<file path="src/rtl/dcache_ctrl.sv">
// Direct-mapped, write-back, write-allocate L1 data cache controller.
// Hits complete in the same cycle; misses stall the pipeline around a 128-bit line transfer.
module dcache_ctrl #(
  parameter int unsigned IDX_W = 4,
  parameter int unsigned TAG_W = 28 - IDX_W
) (
  input  logic         clk_i,
  input  logic         rst_i,
  input  logic [31:0]  p_addr_i,
  input  logic [31:0]  p_data_i,
  input  logic         p_MemRead_i,
  input  logic         p_MemWrite_i,
  output logic [31:0]  p_data_o,
  output logic         p_stall_o,
  output logic [31:0]  mem_addr_o,
  output logic [127:0] mem_data_o,
  output logic         mem_enable_o,
  output logic         mem_write_o,
  input  logic [127:0] mem_data_i,
  input  logic         mem_ack_i
);

  localparam int unsigned LINES = 1 << IDX_W;

  typedef enum logic [1:0] {
    IDLE        = 2'd0,
    WRITEBACK   = 2'd1,
    ALLOCATE    = 2'd2,
    REFILL_DONE = 2'd3
  } state_t;

  state_t             state_q, state_d;
  logic [LINES-1:0]   valid_q, dirty_q;
  logic [TAG_W-1:0]   tag_q  [LINES];
  logic [127:0]       data_q [LINES];
  logic [TAG_W-1:0]   lat_tag_q;
  logic [IDX_W-1:0]   lat_idx_q;

  logic               req, hit, store_hit, fill, latch;
  logic [TAG_W-1:0]   req_tag;
  logic [IDX_W-1:0]   req_idx;
  logic [1:0]         req_off;
  logic               mem_enable_d, mem_write_d;
  logic [31:0]        mem_addr_d;
  logic [127:0]       mem_data_d;
  logic               unused_addr_lsb;

  assign unused_addr_lsb = ^p_addr_i[1:0];

  assign req_off = p_addr_i[3:2];
  assign req_idx = p_addr_i[4+IDX_W-1:4];
  assign req_tag = p_addr_i[31:4+IDX_W];
  assign req     = p_MemRead_i | p_MemWrite_i;
  assign hit     = valid_q[req_idx] & (tag_q[req_idx] == req_tag);

  assign p_stall_o = req & ~((state_q == IDLE) & hit);
  assign p_data_o  = data_q[req_idx][{req_off, 5'b0} +: 32];

  // Next state and next memory-port values; memory outputs hold unless a state changes them.
  always_comb begin
    state_d      = state_q;
    mem_enable_d = mem_enable_o;
    mem_write_d  = mem_write_o;
    mem_addr_d   = mem_addr_o;
    mem_data_d   = mem_data_o;
    store_hit    = 1'b0;
    fill         = 1'b0;
    latch        = 1'b0;
    case (state_q)
      IDLE: begin
        mem_enable_d = 1'b0;
        mem_write_d  = 1'b0;
        if (req) begin
          if (hit) begin
            store_hit = p_MemWrite_i;
          end else begin
            latch        = 1'b1;
            mem_enable_d = 1'b1;
            if (valid_q[req_idx] & dirty_q[req_idx]) begin
              state_d     = WRITEBACK;
              mem_write_d = 1'b1;
              mem_addr_d  = {tag_q[req_idx], req_idx, 4'b0};
              mem_data_d  = data_q[req_idx];
            end else begin
              state_d     = ALLOCATE;
              mem_write_d = 1'b0;
              mem_addr_d  = {req_tag, req_idx, 4'b0};
            end
          end
        end
      end
      WRITEBACK: begin
        if (mem_ack_i) begin
          state_d     = ALLOCATE;
          mem_write_d = 1'b0;
          mem_addr_d  = {lat_tag_q, lat_idx_q, 4'b0};
        end
      end
      ALLOCATE: begin
        if (mem_ack_i) begin
          fill         = 1'b1;
          state_d      = REFILL_DONE;
          mem_enable_d = 1'b0;
          mem_write_d  = 1'b0;
        end
      end
      REFILL_DONE: begin
        state_d      = IDLE;
        mem_enable_d = 1'b0;
      end
      default: state_d = IDLE;
    endcase
  end

  // Control state, line status bits and registered memory port.
  always_ff @(posedge clk_i) begin
    if (rst_i) begin
      state_q      <= IDLE;
      valid_q      <= '0;
      dirty_q      <= '0;
      lat_tag_q    <= '0;
      lat_idx_q    <= '0;
      mem_enable_o <= 1'b0;
      mem_write_o  <= 1'b0;
      mem_addr_o   <= '0;
      mem_data_o   <= '0;
    end else begin
      state_q      <= state_d;
      mem_enable_o <= mem_enable_d;
      mem_write_o  <= mem_write_d;
      mem_addr_o   <= mem_addr_d;
      mem_data_o   <= mem_data_d;
      if (latch) begin
        lat_tag_q <= req_tag;
        lat_idx_q <= req_idx;
      end
      if (fill) begin
        valid_q[lat_idx_q] <= 1'b1;
        dirty_q[lat_idx_q] <= 1'b0;
      end else if (store_hit) begin
        dirty_q[req_idx] <= 1'b1;
      end
    end
  end

  // Tag and data arrays carry no reset; the valid bits qualify them.
  always_ff @(posedge clk_i) begin
    if (!rst_i) begin
      if (fill) begin
        tag_q[lat_idx_q]  <= lat_tag_q;
        data_q[lat_idx_q] <= mem_data_i;
      end else if (store_hit) begin
        data_q[req_idx][{req_off, 5'b0} +: 32] <= p_data_i;
      end
    end
  end

endmodule

</file>
<file path="config.mk">
export PLATFORM = sky130hd
export DESIGN_NAME = dcache_ctrl
export DESIGN_NICKNAME = d
export VERILOG_FILES = /design/src/rtl/dcache_ctrl.sv
export SDC_FILE = /design/constraint.sdc
export NUM_CORES = 2
export LEC_CHECK = 0
export BUFFER_PORTS_ARGS = -buffer_cell sky130_fd_sc_hd__buf_2
export CAP_MARGIN = 5
export CORE_MARGIN = 2
export CORE_UTILIZATION = 40
export DETAILED_ROUTE_END_ITERATION = 12
export HOLD_SLACK_MARGIN = 0.05
export PLACE_DENSITY = 0.56
export SLEW_MARGIN = 10
export SYNTH_ARGS = -nofsm -noshare
export SYNTH_HDL_FRONTEND = slang
export SYNTH_SLANG_ARGS = --single-unit
export TNS_END_PERCENT = 20
</file>
<file path="constraint.sdc">
create_clock -name clk_i -period 8.7 [get_ports clk_i]
set_input_delay 0.87 -clock clk_i [delete_from_list [all_inputs] [get_ports clk_i]]
set_output_delay 0.87 -clock clk_i [all_outputs]
set_load 0.1 [all_outputs]
</file>
==> impl_metrics.json <==
{
  "status": "finished, final reports clean",
  "fp.dieW_microns": 514.8,
  "dieHeight_microns": 514.8,
  "cp.arrival_ns": 5.69,
  "setup_viol": 0,
  "postCtsSetupBuffers": 0,
  "cp_max_fo": 64,
  "yosys.area.top_type": "edfxtp_1",
  "p_leak_nw": 39.54,
  "drtIter0Drc": 6995,
  "clk_pin_slew_worst_paths_ns": 0.06,
  "grt_max_degree": 141,
  "synth_seq_cells": 2652,
  "power_density_nw_per_um2": 241.4,
  "rr_startpoint": "tag_q[15][9]$_DFFE_PP_",
  "yosysUniqueCellTypes": 75,
  "synthCells": 5134,
  "hold_class": "input pin to register",
  "fmaxAchievable_mhz": 152.4,
  "nFillCells": 21652,
  "grt_pass1_vias": 54461,
  "synth-warning-count": 0,
  "avgSynthCellArea_sq_um": 20.33,
  "tns_ns": 0,
  "dr.pass1.iters": 6,
  "post-route-cell-area_sq_um": 121100,
  "port_buffers": 385,
  "gr-total-overflow": 0,
  "drv_cap": 0,
  "syn2layout_area_growth_pct": 16.00,
  "start_util_pct": 40.23,
  "dp_hpwl_microns": 191400,
  "worstHoldStart": "p_addr_i[19]",
  "drt_wl_total_microns": 316600,
  "cts_root_buffer": "clkbuf_16",
  "p_total_mw": 29.23,
  "synthAdderAreaFrac_pct": 0.1079,
  "synth_top_family_by_area": "multiplexers",
  "place_area_sq_um": 111900,
  "ant_nets": 0,
  "syn-cell-area_sq_um": 104400,
  "async_reset_ff_share_pct": 0,
  "final_max_slew_viol_count": 0,
  "vdd_drop_max_mv": 0.2934,
  "start_kind": "input pin",
  "final_hold_viol_count": 0,
  "ys_seq_area_share_pct": 74.18,
  "postCtsResizedCells": 0,
  "synth.area.mux_share_pct": 19.11,
  "synth_top_area_share_pct": 69.96,
  "drc": 0,
  "grt_use_total_pct": 23.69,
  "synth_compound_area_share_pct": 2.084,
  "cts_tree": "built",
  "fin_worst_skew_ns": 0.09878,
  "fin_crit_ns": 6.563,
  "synthXorXnorAreaFrac_pct": 0.1594,
  "vias": 55013,
  "required_ns": 7.83,
  "gp_congestion": 0.8309,
  "antenna_found_initial": 55,
  "synthSimpleGateAreaFrac_pct": 2.855,
  "rows": 187,
  "worst-setup-path-type": "input pin to output port",
  "yosysMostFrequentCell": "edfxtp_1",
  "grt_pass1_wl_microns": 434400,
  "maxSlewHeadroom_pct": 6.232,
  "synth_edf_count": 2432,
  "final_nets": 5978,
  "cts_htree_levels": 5,
  "fin_crit_sh_pct": 75.44,
  "synth_common_cells": "edfxtp_1 (2,432), mux4_2 (744), nor2_1 (320)",
  "ys.flop_type": "edfxtp_1",
  "clock_path_buffers": 4,
  "io_pins": 392,
  "rsz0062_at_grt": "false",
  "drive_gt1_share_pct": 32.11,
  "cts_buffers": 296,
  "final.setup.worst_slack_ns": 2.137,
  "cts.sinks": 2652,
  "cp-end-kind": "output port",
  "dieArea_sq_um": 265100,
  "avgViaCountPerCell": 5.850,
  "clk_latency_ns": 0.94,
  "tightest_slew_ns": 1.367,
  "synthTopCellsByArea": "edfxtp_1 (70%), mux4_2 (16%), dfxtp_1 (4.2%)",
  "wl_per_cell_microns": 33.66,
  "dp_slack_ns": 1.711,
  "cp-startpoint": "p_addr_i[5]",
  "core_sq_um": 259500,
  "cts-hold-fix-buffers": 0
}
layer usage:
| layer | share of wire [%] | up-vias | routed length (microns) | track usage (%) |
|---|---|---|---|---|
| met5 | 0.022 | - | 69 | 0 |
| met3 | 7.7 | 539 | 24330 | 4.215 |
| li1 | - | 22322 | - | - |
| met2 | 48 | 2593 | 153500 | 38.11 |
| met1 | 39 | 29549 | 124000 | 31.54 |
| met4 | 4.6 | 10 | 14610 | 10.66 |
cells by family after synthesis:
group	Yosys count
DFF	2652
muxes	1057
and+or+nand+nor	729
AOI/OAI and AO/OA	339
buffers and inverters	328
xor gates and xnor gates	19
adders and majority gates	9
other	1
final cells by class:
type	count	area [sq um]	share of cell area, %
Antenna cell	29	72.57	0.05993
Timing Repair Buffer	651	4145	3.423
Clock inverter	114	982.2	0.8112
Multi-Input combinational cell	2157	26060	21.52
Sequential cell	2652	77430	63.95
Clock buffer	385	8071	6.666
Tap cell	3402	4257	3.515
Inverter	14	60.06	0.04960
flip-flops by register name, indices dropped and copies added (netlist names):
register      cells
tag_q           384
lat_tag_q        24
lat_idx_q         4
mem_write_o       1
mem_enable_o      1
valid_q          16
data_q         2048
dirty_q          16
mem_data_o      128
mem_addr_o       28
state_q           2
worst max-delay path, cell delays in order:
cell	delay, ns
buf_8	0.50
buf_4	0.65
buf_4	0.72
buf_4	0.71
mux4_2	0.41
mux4_2	0.69
mux4_2	0.61
buf_2	0.33
path summary, 6_finish.rpt:
kind	to	slack (ns)	depth (start not counted)
setup / recovery	p_data_o[24]	2.14	8
setup reg to reg	data_q[14][29]$_DFFE_PP_	3.13	11
hold / removal	lat_tag_q[11]$_SDFFE_PP0P_	0.26	3
hold reg to reg	valid_q[13]$_SDFFE_PP0P_	0.46	1
cells in the final DEF (no fill, tap or decap), types with 19 or more instances in the layout:
cell type,netlist,routed
nor2_1,320,240
diode_2,0,29
edfxtp_1,2432,2432
a22oi_1,32,32
a21oi_1,30,30
clkbuf_1,162,65
o21ai_1,0,19
clkbuf_16,0,304
nor2_4,2,83
a21o_1,19,19
clkinv_1,1,45
mux2i_1,288,288
dfxtp_1,220,220
buf_4,14,252
clkinv_2,0,42
mux4_2,744,744
nand2_1,317,316
o21ai_0,155,135
buf_2,49,380
power by group:
| group | internal [mW] | switching, mW | leakage [nW] | total [mW] |
|---|---|---|---|---|
| sequential | 14.2 | 0.180 | 23.8 | 14.4 |
| combinational | 0.823 | 2.11 | 11.3 | 2.94 |
| clock | 7.00 | 4.89 | 4.45 | 11.9 |
stage by stage:
step	util (%)	cells	hold slack, ns
2_1_floorplan	-	5137	0.4211
3_3_place_gp	43.14	8874	0.4272
3_5_place_dp	43.14	8874	0.4394
4_1_cts	46.63	9373	0.1961
5_1_grt	46.64	9378	0.2612
6_report	46.66	9404	0.2650
(Power assumes the default switching activity.)
